[config.mk]
export PLATFORM = sky130hd
export DESIGN_NAME = pdm_multi_decim
export DESIGN_NICKNAME = d
export VERILOG_FILES = /design/src/rtl/pdm_multi_decim.sv
export SDC_FILE = /design/constraint.sdc
export NUM_CORES = 1
export LEC_CHECK = 0
export BUFFER_PORTS_ARGS = -buffer_cell sky130_fd_sc_hd__buf_2
export CAP_MARGIN = 25
export CORE_MARGIN = 8
export CORE_UTILIZATION = 49
export CTS_CLUSTER_DIAMETER = 100
export CTS_CLUSTER_SIZE = 28
export DETAILED_ROUTE_END_ITERATION = 10
export GPL_ROUTABILITY_DRIVEN = 0
export PLACE_DENSITY_LB_ADDON = 0.15
export SETUP_SLACK_MARGIN = 0.5
export SYNTH_ARGS = -nofsm -noshare
export SYNTH_HDL_FRONTEND = slang
export SYNTH_SLANG_ARGS = --single-unit
[constraint.sdc]
create_clock -name clk -period 1.4 [get_ports clk]
set_clock_uncertainty 0.05 [all_clocks]
set_input_delay 0.07 -clock clk [delete_from_list [all_inputs] [get_ports clk]]
set_output_delay 0.07 -clock clk [all_outputs]
set_load 0.02 [all_outputs]
[src/rtl/pdm_multi_decim.sv]
// Multi-channel PDM decimator: counts ones per channel over DECIM valid samples
// and presents the window counts through a single-entry valid/ready output register.

module pdm_multi_decim_lane #(
    parameter int ACCUM_BITS = 5
) (
    input  logic                  clk,
    input  logic                  rst_n,
    input  logic                  count_en,
    input  logic                  clr,
    input  logic                  wrap,
    input  logic                  bit_in,
    output logic [ACCUM_BITS-1:0] sum
);
    logic [ACCUM_BITS-1:0] acc;

    // Sum including the current bit, so the completing sample is part of the result
    assign sum = acc + ACCUM_BITS'(bit_in);

    always_ff @(posedge clk or negedge rst_n) begin
        if (!rst_n)        acc <= '0;
        else if (clr)      acc <= '0;
        else if (count_en) acc <= wrap ? '0 : sum;
    end
endmodule

module pdm_multi_decim #(
    parameter int CHANNELS   = 2,
    parameter int DECIM      = 16,
    parameter int ACCUM_BITS = 5
) (
    input  logic                           clk,
    input  logic                           rst_n,
    input  logic                           sample_valid,
    input  logic [CHANNELS-1:0]            data,
    input  logic                           sync,
    output logic [CHANNELS*ACCUM_BITS-1:0] out_data,
    output logic                           out_valid,
    input  logic                           out_ready,
    output logic                           overrun,
    input  logic                           clear_overrun
);
    localparam int CW = (DECIM > 2) ? $clog2(DECIM) : 1;

    generate
        if (!((1 << ACCUM_BITS) > DECIM)) begin : g_bad_width
            $error("pdm_multi_decim: 2**ACCUM_BITS must exceed DECIM");
        end
    endgenerate

    logic [CW-1:0]                          cnt;
    logic [CHANNELS-1:0][ACCUM_BITS-1:0]    sum;
    logic [CHANNELS-1:0][ACCUM_BITS-1:0]    out_reg;
    logic                                   count_en;
    logic                                   complete;
    logic                                   xfer;
    logic                                   load;
    logic                                   drop;

    assign count_en = sample_valid & ~sync;
    assign complete = count_en & (cnt == CW'(DECIM - 1));
    assign xfer     = out_valid & out_ready;
    assign load     = complete & (~out_valid | out_ready);
    assign drop     = complete & out_valid & ~out_ready;
    assign out_data = out_reg;

    always_ff @(posedge clk or negedge rst_n) begin
        if (!rst_n)        cnt <= '0;
        else if (sync)     cnt <= '0;
        else if (count_en) cnt <= (cnt == CW'(DECIM - 1)) ? '0 : cnt + 1'b1;
    end

    genvar i;
    generate
        for (i = 0; i < CHANNELS; i++) begin : g_lane
            pdm_multi_decim_lane #(.ACCUM_BITS(ACCUM_BITS)) u_lane (
                .clk      (clk),
                .rst_n    (rst_n),
                .count_en (count_en),
                .clr      (sync),
                .wrap     (complete),
                .bit_in   (data[i]),
                .sum      (sum[i])
            );
        end
    endgenerate

    // A held, unconsumed result has priority; a completing window with nowhere to go is dropped
    always_ff @(posedge clk or negedge rst_n) begin
        if (!rst_n) begin
            out_reg   <= '0;
            out_valid <= 1'b0;
            overrun   <= 1'b0;
        end else begin
            if (load) begin
                out_reg   <= sum;
                out_valid <= 1'b1;
            end else if (xfer) begin
                out_valid <= 1'b0;
            end
            if (drop)               overrun <= 1'b1;
            else if (clear_overrun) overrun <= 1'b0;
        end
    end
endmodule

# Word-level counts from Yosys, hierarchy flattened
# Index checks and enable logic that the tools add are counted.
classes:
  div: 0
  bitwise_logic: 10
  multipliers: 0
  n_eq_ne: 1
  shift: 0
  order_cmp: 0
  reduce_logical: 3
  n_mux: 13
  n_addsub: 3
ops:
  columns: ["operator", "count"]
  rows:
  - ["2-to-1 mux 5 bit", 6]
  - ["2-to-1 mux 4 bit", 3]
  - ["adder 5 x 1 -> 5 bit", 2]
  - ["bitwise AND 1 bit", 6]
  - ["nonzero test 2 bit", 3]
  - ["adder 4 x 1 -> 4 bit (second input constant)", 1]
  - ["== test 4 bit (second input constant)", 1]
  - ["2-to-1 mux 1 bit", 4]
  - ["NOT 1 bit", 3]
  - ["bitwise OR 1 bit", 1]
word_totals:
  output_inout_bits: 12
  wordCells: 37
  mem_bits_rw: 0
  romBits: 0
  mem_count: 0
  ff_bits: 26
  in_bits: 8
  latchBits: 0

# Logic depth before layout (Yosys ltp)
logic_depth:
  depth_word: 6
  ltp_mapped: 5
  ltp_nobuf: 5

# Hierarchy
# From an unflattened synthesis, not the netlist that was laid out.
unflattened:
  hier_cells: 115
  area_unflattened_um2: 1332.5
by_module_without_submodules:
  columns: ["mod", "seq_area_each_um2", "instances", "area_each_um2", "cells_per_inst"]
  rows:
  - ["pdm_multi_decim", 400.4, 1, 719.4, 51]
  - ["pdm_multi_decim_lane", 125.1, 2, 306.5, 32]

# Worst setup path after synthesis
# Ideal clock, no wire load.
synth_timing:
  path_kind: "reg-to-reg"
  start: "register cnt[0]"
  end: "register out_reg (netlist bit out_data[0])"
  path_buffers: 1
  arrival_ns: 1.360
  path_slack_ns: -0.135
  period_less_slack_ns: 1.535
  setup_ns: 0.125
  path_stages_with_launch: 6
  t_required_ns: 1.225
  cell_sequence: "dfrtp_1 -> ha_1 -> nand3_1 -> and3b_1 -> buf_6 -> mux2_4"
synth_via:
  elab_chain_cells: 3
synth_rtl:
  columns: ["element", "line_no", "source"]
  rows:
  - ["from (decl)", "51", "logic [CW-1:0] cnt;"]
  - ["from (signal assigned)", "70", "else if (count_en) cnt <= (cnt == CW'(DECIM - 1)) ? '0 : cnt + 1'b1;"]
  - ["== test 4 bit", "61", "assign complete = count_en & (cnt == CW'(DECIM - 1));"]
  - ["bitwise AND 1 bit", "61", null]
  - ["bitwise AND 1 bit", "63", "assign load = complete & (~out_valid | out_ready);"]
  - ["to (signal assigned)", "96", "out_reg <= sum;"]
  - ["to (decl)", "53", "logic [CHANNELS-1:0][ACCUM_BITS-1:0] out_reg;"]
# No other way between the ends.
# A chain may end at the register's enable or synchronous reset.

# Final worst setup path
layout_timing:
  start: "register cnt[1]"
  end: "register out_reg (netlist bit out_data[3])"
# Same word-level chain as after synthesis.

==> impl_metrics.py <==
metrics = {
    "cells_and_area": {
        "n_fill_cell": 170,
        "seqCellArea_um2": 651,
        "drive_above_1_share_pct": 49.3,
        "final_core_util_pct": 72.2,
        "multiInputGateArea_um2": 661,
        "diodes": 0,
        "nNetsFinal": 153,
        "synthToLayoutAreaGrowth_pct": 41.8,
        "finalInstanceArea_um2": 1760,
    },
    "floorplanning": {
        "ioPinCount": 20,
        "start_util_pct": 50.9,
        "core.rowCount": 18,
        "die_h_um": 66.3,
        "die_w_um": 66.3,
        "core-area_um2": 2430,
        "die_area_um2": 4390,
    },
    "sta": {
        "finalSetupTns_ns": -0.765,
        "slew_headroom_pct": 62.2,
        "finalCriticalPeriod_ns": 1.48,
        "hold_violations": 0,
        "layout_setup_ws_ns": -0.0817,
        "fmax_ghz": 0.675,
        "drv_slew": 0,
        "setup-violations-final": 11,
        "timing.hold.ws_ns": 0.00945,
        "finalCritPeriodShare_pct": 106,
        "worst_slew_pin_slew_ns": 0.566,
        "rsz0062_at_grt": "true",
    },
    "clock_network": {
        "cts_tree": "done",
        "clkSlewWorstSetupHoldPaths_ns": 0.13,
        "clock_path_buffers": 2,
        "cts_buffers": 3,
        "root_buffer": "clkbuf_4",
        "cts_hold_buf": 3,
        "cts_sinks": 26,
        "htree_levels": 1,
        "clk_latency_ns": 0.31,
    },
    "yosys": {
        "synthCells": 95,
        "synth.area.top_cells": "dfrtp_1, mux2_4, a22o_1, ha_1, xnor2_1",
        "avgSynthCellArea_um2": 13.0,
        "synth_nets": 108,
        "async_reset_ff_share_pct": 100,
        "yosysTopAreaCellShare_pct": 52.5,
        "synthFlopType": "dfrtp_1",
        "ys.warnings.count": 0,
        "seq_area_frac_synth_pct": 52.5,
        "yosysTopAreaCell": "dfrtp_1",
        "synth_edf_count": 0,
        "ys_types": 25,
        "syn_area_um2": 1240,
        "ys_ff_latch": 26,
    },
    "global_routing": {
        "track_usage_pct": 12.9,
        "gr-total-overflow": 0,
        "grt_pass1_vias": 888,
        "antenna_found_initial": 0,
        "grt_pass1_wl_mm": 4.43,
        "grt_max_degree": 27,
    },
    "critical_path": {
        "r2r-start": "cnt[1]$_DFFE_PN0P_",
        "cp_data_required_time_ns": 1.56,
        "crit_chain": "ha_4, nand3_2, and3b_2, buf_12, mux2_4",
        "crit_type": "reg -> reg",
        "crit_path_top_delay_cell": "dfrtp_1",
        "reg2reg_to": "out_data[3]$_DFFE_PN0P_",
        "reg2regPathDepth": 5,
        "endpoint": "out_data[3]$_DFFE_PN0P_",
        "cp_top_family": "flip-flops",
        "critPathMaxFanout": 10,
        "crit_path_end_kind": "flip-flop",
        "cp.arrival_ns": 1.64,
        "critPathMaxStageDelay_ns": 0.41,
        "rrSetupSlack_ns": -0.08,
        "cp_num_buf_inv": 1,
        "setup.worst_path.start_class": "flip-flop",
        "critPathLaunch": "cnt[1]$_DFFE_PN0P_",
        "path_depth": 5,
    },
    "flow_run": {
        "max_cap_violations": 0,
    },
    "power": {
        "powerDensity_nw_per_um2": 701,
        "ir_drop_uv": 685,
        "clkPwrFrac_pct": 24.9,
        "p_sw_uw": 288,
        "power_switching_share_pct": 23.4,
        "power_frac_comb_pct": 11.7,
        "p_int_uw": 943,
        "power_mw": 1.23,
        "power.leakage_nw": 0.863,
        "seqPwrFrac_pct": 63.4,
    },
    "routing": {
        "via_per_inst": 5.18,
        "drcViolationCount": 0,
        "wirelength_mm": 2.70,
        "ant_nets": 0,
        "dr_total_vias": 871,
        "drt-pass1-iter-count": 3,
        "drt-initial-drc-count": 23,
        "wl_per_cell_um": 16.1,
    },
    "placement": {
        "place_hpwl_mm": 1.65,
        "placed_area_um2": 1430,
        "place.port_buffers": 19,
    },
    "min_path": {
        "min_path_type": "in -> reg",
    },
    "status": {
        "violations": "setup timing",
        "status": "finished, violations left",
    },
}
final cells by class:
cell class / count / share of cell area (%)
multi-input cells: 65 / 37.6
flip-flops and latches: 26 / 37.0
repair buffers: 43 / 21.7
well taps: 30 / 2.14
clock buffers: 3 / 1.28
inverters: 1 / 0.214
cells in the final DEF, fill, tap and decap left out, types with 3 or more instances in the layout:
cell type / count
xnor2_1: 3
mux2_4: 10
buf_6: 15
dlygate4sd3_1: 3
a22o_1: 8
nand2b_1: 3
clkbuf_4: 3
nand2_1: 3
dfrtp_1: 26
buf_2: 7
nor2_1: 3
nand3_1: 3
xor2_1: 3
ha_4: 5
buf_4: 17
a21oi_1: 4
layer usage:
layer / vias up / GRT usage [%] / routed length, um
met1: 433 / 16.4 / 1220
li1: 423 / - / -
met3: 2 / 3.39 / 134
met2: 13 / 20.5 / 1340
met5: - / 0 / 0
met4: 0 / 4.80 / 15
power by group through the flow:
stage | logic (mW) | registers [mW] | clock network [mW]
2_1_floorplan | 0.0596 | 0.794 | 0
3_3_place_gp | 0.106 | 0.790 | 0
3_5_place_dp | 0.108 | 0.791 | 0
4_1_cts | 0.133 | 0.780 | 0.313
5_1_grt | 0.161 | 0.783 | 0.361
6_report | 0.145 | 0.781 | 0.307
what timing repair did:
item,4_1_cts,5_1_grt
pin swaps,12,6
cloned,1,0
setup buffers,9,4
endpoints found under the setup margin,38,38
endpoints found under the hold margin,32,1
resized for setup,41,4
metrics by stage:
stage | setup WS [ns] | cells
6_report | -0.0817 | 168
5_1_grt | -0.143 | 168
4_1_cts | -0.0778 | 164
3_5_place_dp | -0.0684 | 148
3_3_place_gp | -0.0545 | 148
2_1_floorplan | -0.0807 | 95
worst min-delay path: cells and delay by family:
family	cells	cell delay, ns
AND/OR/NAND/NOR	2	0.21
buffers and inverters	1	0.07
cell usage after synthesis (all sizes together) (4+ instances only):
cell / number
buf: 4
a22o: 8
mux2: 11
dfrtp: 26
ha: 5
nand2: 4
nand3: 5
a21oi: 4
xnor2: 4
worst min path at each step:
stage / startpoint / end / depth (start not counted)
floorplan: rst_n / cnt[0]$_DFFE_PN0P_ / 0
global placement: rst_n / overrun$_DFFE_PN0P_ / 1
detailed placement: rst_n / out_valid$_DFFE_PN0P_ / 1
CTS: out_ready / out_valid$_DFFE_PN0P_ / 3
global route: out_ready / out_valid$_DFFE_PN0P_ / 3
finish: out_ready / out_valid$_DFFE_PN0P_ / 3
kinds of logic (layout without fill, tap and decap cells):
| family | count (synthesis) | count (layout) | share of synthesized area (%) |
|---|---|---|---|
| fa+ha+maj | 5 | 5 | 5.05 |
| compound gates | 16 | 16 | 8.99 |
| flops | 26 | 26 | 52.5 |
| xor+xnor | 7 | 7 | 4.95 |
| simple gates | 24 | 25 | 11.5 |
| buf+inv | 5 | 47 | 3.13 |
| mux | 12 | 12 | 13.8 |
flip-flops by register name, summed over array words and instances, names as in the netlist:
signal / flops
out_valid: 1
cnt: 4
out_data: 10
overrun: 1
g_lane.u_lane.acc: 10
Power figures use the tool's default switching activity.
